**src/rtl/cam_pkg.sv**
```systemverilog
// Shared defaults and encodings for the CAM request controller.
package cam_pkg;

  localparam int DEFAULT_DEPTH  = 32;
  localparam int DEFAULT_KEY_W  = 8;
  localparam int DEFAULT_ADDR_W = 5;

  typedef enum logic [1:0] {
    ST_IDLE  = 2'd0,
    ST_ISSUE = 2'd1,
    ST_WAIT  = 2'd2,
    ST_RESP  = 2'd3
  } state_t;

  typedef enum logic {
    OP_SEARCH = 1'b0,
    OP_WRITE  = 1'b1
  } op_t;

endpackage

```
**src/rtl/cam_valid_map.sv**
```systemverilog
// Per-entry valid bitmap with write-set, flush-clear and population count.
module cam_valid_map
  import cam_pkg::*;
#(
  parameter int DEPTH  = DEFAULT_DEPTH,
  parameter int ADDR_W = DEFAULT_ADDR_W
) (
  input  logic              clk,
  input  logic              rst,
  input  logic              i_flush,
  input  logic              i_set,
  input  logic [ADDR_W-1:0] i_set_addr,
  input  logic [ADDR_W-1:0] i_lookup_addr,
  output logic              o_lookup_hit,
  output logic [ADDR_W:0]   o_occupancy
);

  logic [DEPTH-1:0]  r_valid;
  logic [DEPTH-1:0]  w_set_mask;
  logic [DEPTH-1:0]  w_next;
  logic [ADDR_W:0]   w_count;
  logic [DEPTH-1:0]  w_one;

  assign w_one = {{(DEPTH-1){1'b0}}, 1'b1};

  // Flush clears first so a coincident write still lands in the map.
  always_comb begin
    w_set_mask = i_set ? (w_one << i_set_addr) : {DEPTH{1'b0}};
    w_next     = (i_flush ? {DEPTH{1'b0}} : r_valid) | w_set_mask;
  end

  // Valid bitmap register.
  always_ff @(posedge clk or posedge rst) begin
    if (rst) begin
      r_valid <= {DEPTH{1'b0}};
    end else begin
      r_valid <= w_next;
    end
  end

  // Population count of valid entries.
  always_comb begin
    w_count = {(ADDR_W+1){1'b0}};
    for (int i = 0; i < DEPTH; i++) begin
      w_count = w_count + (ADDR_W+1)'(r_valid[i]);
    end
  end

  // A flush on the sampling edge means the lookup sees an empty map.
  assign o_lookup_hit = r_valid[i_lookup_addr] & ~i_flush;
  assign o_occupancy  = w_count;

endmodule

```
**src/rtl/cam_ctrl.sv**
```systemverilog
// Request/response sequencer for an external CAM with a registered match port.
module cam_ctrl
  import cam_pkg::*;
#(
  parameter int DEPTH  = DEFAULT_DEPTH,
  parameter int KEY_W  = DEFAULT_KEY_W,
  parameter int ADDR_W = DEFAULT_ADDR_W
) (
  input  logic              clk,
  input  logic              rst,
  input  logic              req_valid,
  output logic              req_ready,
  input  logic              req_op,
  input  logic [KEY_W-1:0]  req_key,
  input  logic [ADDR_W-1:0] req_addr,
  input  logic              flush,
  output logic              res_valid,
  input  logic              res_ready,
  output logic [ADDR_W-1:0] res_addr,
  output logic              res_hit,
  output logic [ADDR_W:0]   occupancy,
  output logic              cam_enable,
  output logic              cam_write,
  output logic [ADDR_W-1:0] cam_addr,
  output logic [KEY_W-1:0]  cam_data,
  input  logic [ADDR_W-1:0] cam_out
);

  state_t            r_state;
  op_t               r_op;
  logic              r_req_ready;
  logic              r_res_valid;
  logic              r_res_hit;
  logic [ADDR_W-1:0] r_res_addr;
  logic              r_cam_enable;
  logic              r_cam_write;
  logic [ADDR_W-1:0] r_cam_addr;
  logic [KEY_W-1:0]  r_cam_data;
  logic              w_set;
  logic              w_lookup_hit;

  assign w_set = (r_state == ST_ISSUE) && (r_op == OP_WRITE);

  cam_valid_map #(
    .DEPTH  (DEPTH),
    .ADDR_W (ADDR_W)
  ) u_valid_map (
    .clk           (clk),
    .rst           (rst),
    .i_flush       (flush),
    .i_set         (w_set),
    .i_set_addr    (r_cam_addr),
    .i_lookup_addr (cam_out),
    .o_lookup_hit  (w_lookup_hit),
    .o_occupancy   (occupancy)
  );

  // Controller FSM; every output is registered here.
  always_ff @(posedge clk or posedge rst) begin
    if (rst) begin
      r_state      <= ST_IDLE;
      r_op         <= OP_SEARCH;
      r_req_ready  <= 1'b1;
      r_res_valid  <= 1'b0;
      r_res_hit    <= 1'b0;
      r_res_addr   <= {ADDR_W{1'b0}};
      r_cam_enable <= 1'b0;
      r_cam_write  <= 1'b0;
      r_cam_addr   <= {ADDR_W{1'b0}};
      r_cam_data   <= {KEY_W{1'b0}};
    end else begin
      case (r_state)
        ST_IDLE: begin
          if (req_valid) begin
            r_op         <= op_t'(req_op);
            r_cam_data   <= req_key;
            r_cam_addr   <= req_addr;
            r_cam_enable <= 1'b1;
            r_cam_write  <= req_op;
            r_req_ready  <= 1'b0;
            r_state      <= ST_ISSUE;
          end
        end
        ST_ISSUE: begin
          if (r_op == OP_WRITE) begin
            r_cam_enable <= 1'b0;
            r_cam_write  <= 1'b0;
            r_res_valid  <= 1'b1;
            r_res_addr   <= r_cam_addr;
            r_res_hit    <= 1'b1;
            r_state      <= ST_RESP;
          end else begin
            r_cam_write  <= 1'b0;
            r_state      <= ST_WAIT;
          end
        end
        ST_WAIT: begin
          r_cam_enable <= 1'b0;
          r_res_valid  <= 1'b1;
          r_res_addr   <= cam_out;
          r_res_hit    <= w_lookup_hit;
          r_state      <= ST_RESP;
        end
        ST_RESP: begin
          if (res_ready) begin
            r_res_valid <= 1'b0;
            r_req_ready <= 1'b1;
            r_state     <= ST_IDLE;
          end
        end
        default: begin
          r_cam_enable <= 1'b0;
          r_cam_write  <= 1'b0;
          r_res_valid  <= 1'b0;
          r_req_ready  <= 1'b1;
          r_state      <= ST_IDLE;
        end
      endcase
    end
  end

  assign req_ready  = r_req_ready;
  assign res_valid  = r_res_valid;
  assign res_hit    = r_res_hit;
  assign res_addr   = r_res_addr;
  assign cam_enable = r_cam_enable;
  assign cam_write  = r_cam_write;
  assign cam_addr   = r_cam_addr;
  assign cam_data   = r_cam_data;

endmodule

```
**config.mk**
```make
export PLATFORM = sky130hd
export DESIGN_NAME = cam_ctrl
export DESIGN_NICKNAME = d
export VERILOG_FILES = /design/src/rtl/cam_pkg.sv /design/src/rtl/cam_valid_map.sv /design/src/rtl/cam_ctrl.sv
export SDC_FILE = /design/constraint.sdc
export NUM_CORES = 1
export LEC_CHECK = 0
export CAP_MARGIN = 20
export CORE_MARGIN = 2
export CORE_UTILIZATION = 52
export DETAILED_ROUTE_END_ITERATION = 6
export PLACE_DENSITY_LB_ADDON = 0.1
export SLEW_MARGIN = 25
export SYNTH_ARGS = -nofsm -noshare
export SYNTH_HDL_FRONTEND = slang
export SYNTH_SLANG_ARGS = --single-unit
```
**constraint.sdc**
```tcl
create_clock -name clk -period 14.3 [get_ports clk]
set_input_delay 2.86 -clock clk [delete_from_list [all_inputs] [get_ports clk]]
set_output_delay 2.86 -clock clk [all_outputs]
set_load 0.02 [all_outputs]
```
==> results by group <==
Floorplan
  • Core Footprint: 0.00642 mm²
  • Row cnt: 29
  • Die Wd: 86.0 µm
  • Initial Utilization: 0.545
  • Die height: 86.0 µm
  • Count of boundary I/O pins: 53
  • Die area: 0.00740 mm²

Clock tree
  • Clk_lat worst skew: 0.34 ns
  • Cts repair resizes: 0
  • H-tree depth: 3
  • CTS Buf Count: 9
  • Clk slew on worst S/H paths: 0.07 ns
  • Total setup buffers inserted after CTS: 0
  • CTS Hold Bufs: 0
  • CTS Sinks: 58
  • Clk buf depth: 2
  • Clock root cell: clkbuf_8
  • Clock tree from TritonCTS: done

Final layout
  • Post-route insts no fill: 448
  • ANT cells: 0
  • Nets@finish: 426
  • Multi-input gate area: 0.00174 mm²
  • Total of fill cells in the finished design: 496
  • Layout area overhead: 22.6%
  • Final Util: 0.668
  • Register area: 0.00145 mm²
  • Fraction of layout cells with a size suffix above 1: 0.105

Power and ir drop
  • Pwr per Cell Area: 176 mW/mm²
  • Seq pwr share: 0.330
  • Maximum VDD drop: 0.000131 V
  • Pint: 0.467 mW
  • Leakage power: 1.91 nW
  • Clock power frac: 0.226
  • Net Sw Frac: 0.382
  • Part of the power in combinational logic: 0.444
  • Psw: 0.289 mW

Worst hold path
  • Hold EP: res_valid
  • Hold Path Cell Cnt: 2
  • Hold wc startpoint: res_valid
  • Hold WC Path Type: register to register

Worst setup path
  • RR Startpoint: r_state[1]
  • CP required: 11.44 ns
  • Cells along the critical path: ha_1 -> inv_1 -> fa_1 -> fa_1 -> fa_1 -> fa_1 -> fa_1 -> fa_1 -> fa_1 -> fa_1 -> o21ai_0 -> a21oi_1 -> xnor2_1 -> clkdlybuf4s50_1
  • Reg2Reg Depth: 6
  • Slowest CP cell: clkdlybuf4s50_1
  • Critical path's most frequent cell: fa_1
  • Critical path fanouts, max: 3
  • Crit path kind: register to output port
  • Slowest Stage Delay on Critical Path: 0.61 ns
  • Crit path arrival time: 6.15 ns
  • Worst setup SP type: register
  • R2R setup slack: 12.22 ns
  • Element type at the critical path end: output port
  • Crit path buf inv count: 2
  • FF-to-FF End: res_hit
  • CP delay by family, top: adder cells

Yosys
  • Main flop type after synthesis: dfrtp_1
  • Post-Synthesis Cells: 316
  • Syn avg cell area: 11.1 µm²
  • Count of different cell masters after synthesis: 38
  • Synthesized area: 0.00350 mm²
  • Flops & latches, synth: 58
  • Commonest cells post-synth: inv_1 (64), dfrtp_1 (57), o22ai_1 (39), fa_1 (24), mux2_2 (15)
  • Post-Syn Nets: 376
  • YS warnings: 0
  • Yosys top cell by area: dfrtp_1
  • EDFF count, synth: 0
  • Top cells by area in the synthesized netlist: dfrtp_1 (41%), fa_1 (14%), o22ai_1 (7.0%), inv_1 (6.9%), mux2_2 (4.8%)
  • Leading cell type by number of instances after synthesis: inv_1
  • Share of flip-flops with an asynchronous set or reset: 1.00
  • Yosys top cell area share: 0.408
  • Register area share after synthesis: 0.415

Detailed routing
  • Total wire length: 7750 µm
  • DRC viols: 0
  • First-pass iteration count of the detailed router: 4
  • Drt via density: 5.56
  • 1st-iter DRT viols: 233
  • Vias: 2,490
  • Post-DR wirelength/cell: 17.3 µm
  • Post-DRT Antenna Nets: 0

STA
  • Final period util: 0.630
  • Worst relative slew slack: 0.507
  • Unrepaired setup endpoints after global routing: false
  • Clock Skews: 0.0113 ns
  • Slew @ Worst Pin: 0.739 ns
  • Final period demand of the worst path: 9.01 ns
  • Fmax: 111 MHz
  • Final Hold Vio Count: 0
  • Setup violations, final: 0
  • Fin. max-slew vios: 0
  • Setup tns final: 0 ns

Placement
  • IO buf count: 52
  • Final HPWL DP: 5830 µm
  • Placed cell count: 432
  • Final GP Congestion: 0.859

Global route
  • Initial antenna violation count: 0
  • Global-route wire length before repair: 13,200 µm
  • Largest net degree at the start of global routing: 59
  • GR Overflow Total: 0
  • Vias in the first global route: 2,632
  • Global Route Usage Sum: 0.235

Flow run
  • Max capacitance violation total: 0

Outcome
  • Outcome: finished clean
[area by class of cell]
cell class	instances	area share
clock buffers	9	0.0289
clock inverters	7	0.0236
inverters	64	0.0560
multi-input cells	179	0.405
flip-flops and latches	58	0.339
well taps	77	0.0225
repair buffers	54	0.125
[power by group through the flow]
| stage | logic, mW | registers (mW) | clock network (mW) |
|---|---|---|---|
| after floorplan | 0.186 | 0.274 | 0 |
| after global routing | 0.367 | 0.256 | 0.181 |
| final | 0.335 | 0.250 | 0.171 |
| after CTS | 0.338 | 0.249 | 0.174 |
| after global placement | 0.330 | 0.251 | 0 |
| after detailed placement | 0.337 | 0.252 | 0 |
[per-stage QoR]
stage                     cell area (µm²)  total power [mW]  setup WS (ns)  hold slack (ns)
after floorplan                      3500             0.460           6.23            0.500
after global placement               4060             0.580           5.74            0.486
after detailed placement             4060             0.589           5.63            0.493
after CTS                            4290             0.762           5.24            0.511
after global routing                 4290             0.804           4.98            0.526
final                                4290             0.755           5.29            0.503
[cell usage in the layout, fill, tap and decap left out, drive strengths merged, types with 2 or more instances in the layout]
cell type and instances:
or2 3, bufinv 2, ha 12, clkinvlp 2, nand3 2, nand2b 7
mux2 15, inv 65, nand3b 4, fa 24, clkbuf 9, buf 2
clkdlybuf4s50 52, nand2 9, nor2b 4, nor2 8, o22ai 39, mux2i 8
dfrtp 57, or3 4, o21ai 7, o31ai 4, clkinv 2, mux4 7
a21oi 8, xnor2 2
[worst min-delay path: stages, from the launching register on]
cell and delay [ns]:
dfrtp_1 0.35, o31ai_1 0.07, o31ai_1 0.06
[flip-flops by register name, summed over array words and instances, names as in the netlist]
name and count:
r_op 1, u_valid_map.r_valid 32, req_ready 1, cam_enable 1
cam_write 1, res_hit 1, r_state 2, cam_data 8
cam_addr 5, res_addr 5, res_valid 1
[per-layer routing]
metal | up-vias | track usage | wire, µm
li1 | 1180 | - | -
met1 | 1219 | 0.337 | 3510
met2 | 77 | 0.350 | 3690
met3 | 14 | 0.0549 | 434
met4 | 0 | 0.0851 | 120
met5 | - | 0 | 0
[cell families (layout without fill, tap and decap cells)]
| group | count (synthesis) | after routing | synth area share |
|---|---|---|---|
| buffers and inverters | 79 | 134 | 0.0876 |
| AOI/OAI and AO/OA | 67 | 67 | 0.121 |
| DFF | 58 | 58 | 0.415 |
| and+or+nand+nor | 44 | 44 | 0.0683 |
| adders and majority gates | 36 | 36 | 0.180 |
| muxes | 30 | 30 | 0.123 |
| xor gates and xnor gates | 2 | 2 | 0.00501 |
[how the worst max path moves through the flow]
| stage | startpoint | slack, ns | depth (start not counted) | endpoint |
|---|---|---|---|---|
| CTS | u_valid_map.r_valid[0] | 5.24 | 14 | occupancy[4] |
| floorplan | u_valid_map.r_valid[0] | 6.23 | 13 | occupancy[4] |
| global placement | u_valid_map.r_valid[0] | 5.74 | 14 | occupancy[4] |
| global route | u_valid_map.r_valid[0] | 4.98 | 14 | occupancy[4] |
| finish | u_valid_map.r_valid[0] | 5.29 | 14 | occupancy[4] |
| detailed placement | u_valid_map.r_valid[0] | 5.63 | 14 | occupancy[4] |
Power figures use the tool's default switching activity.
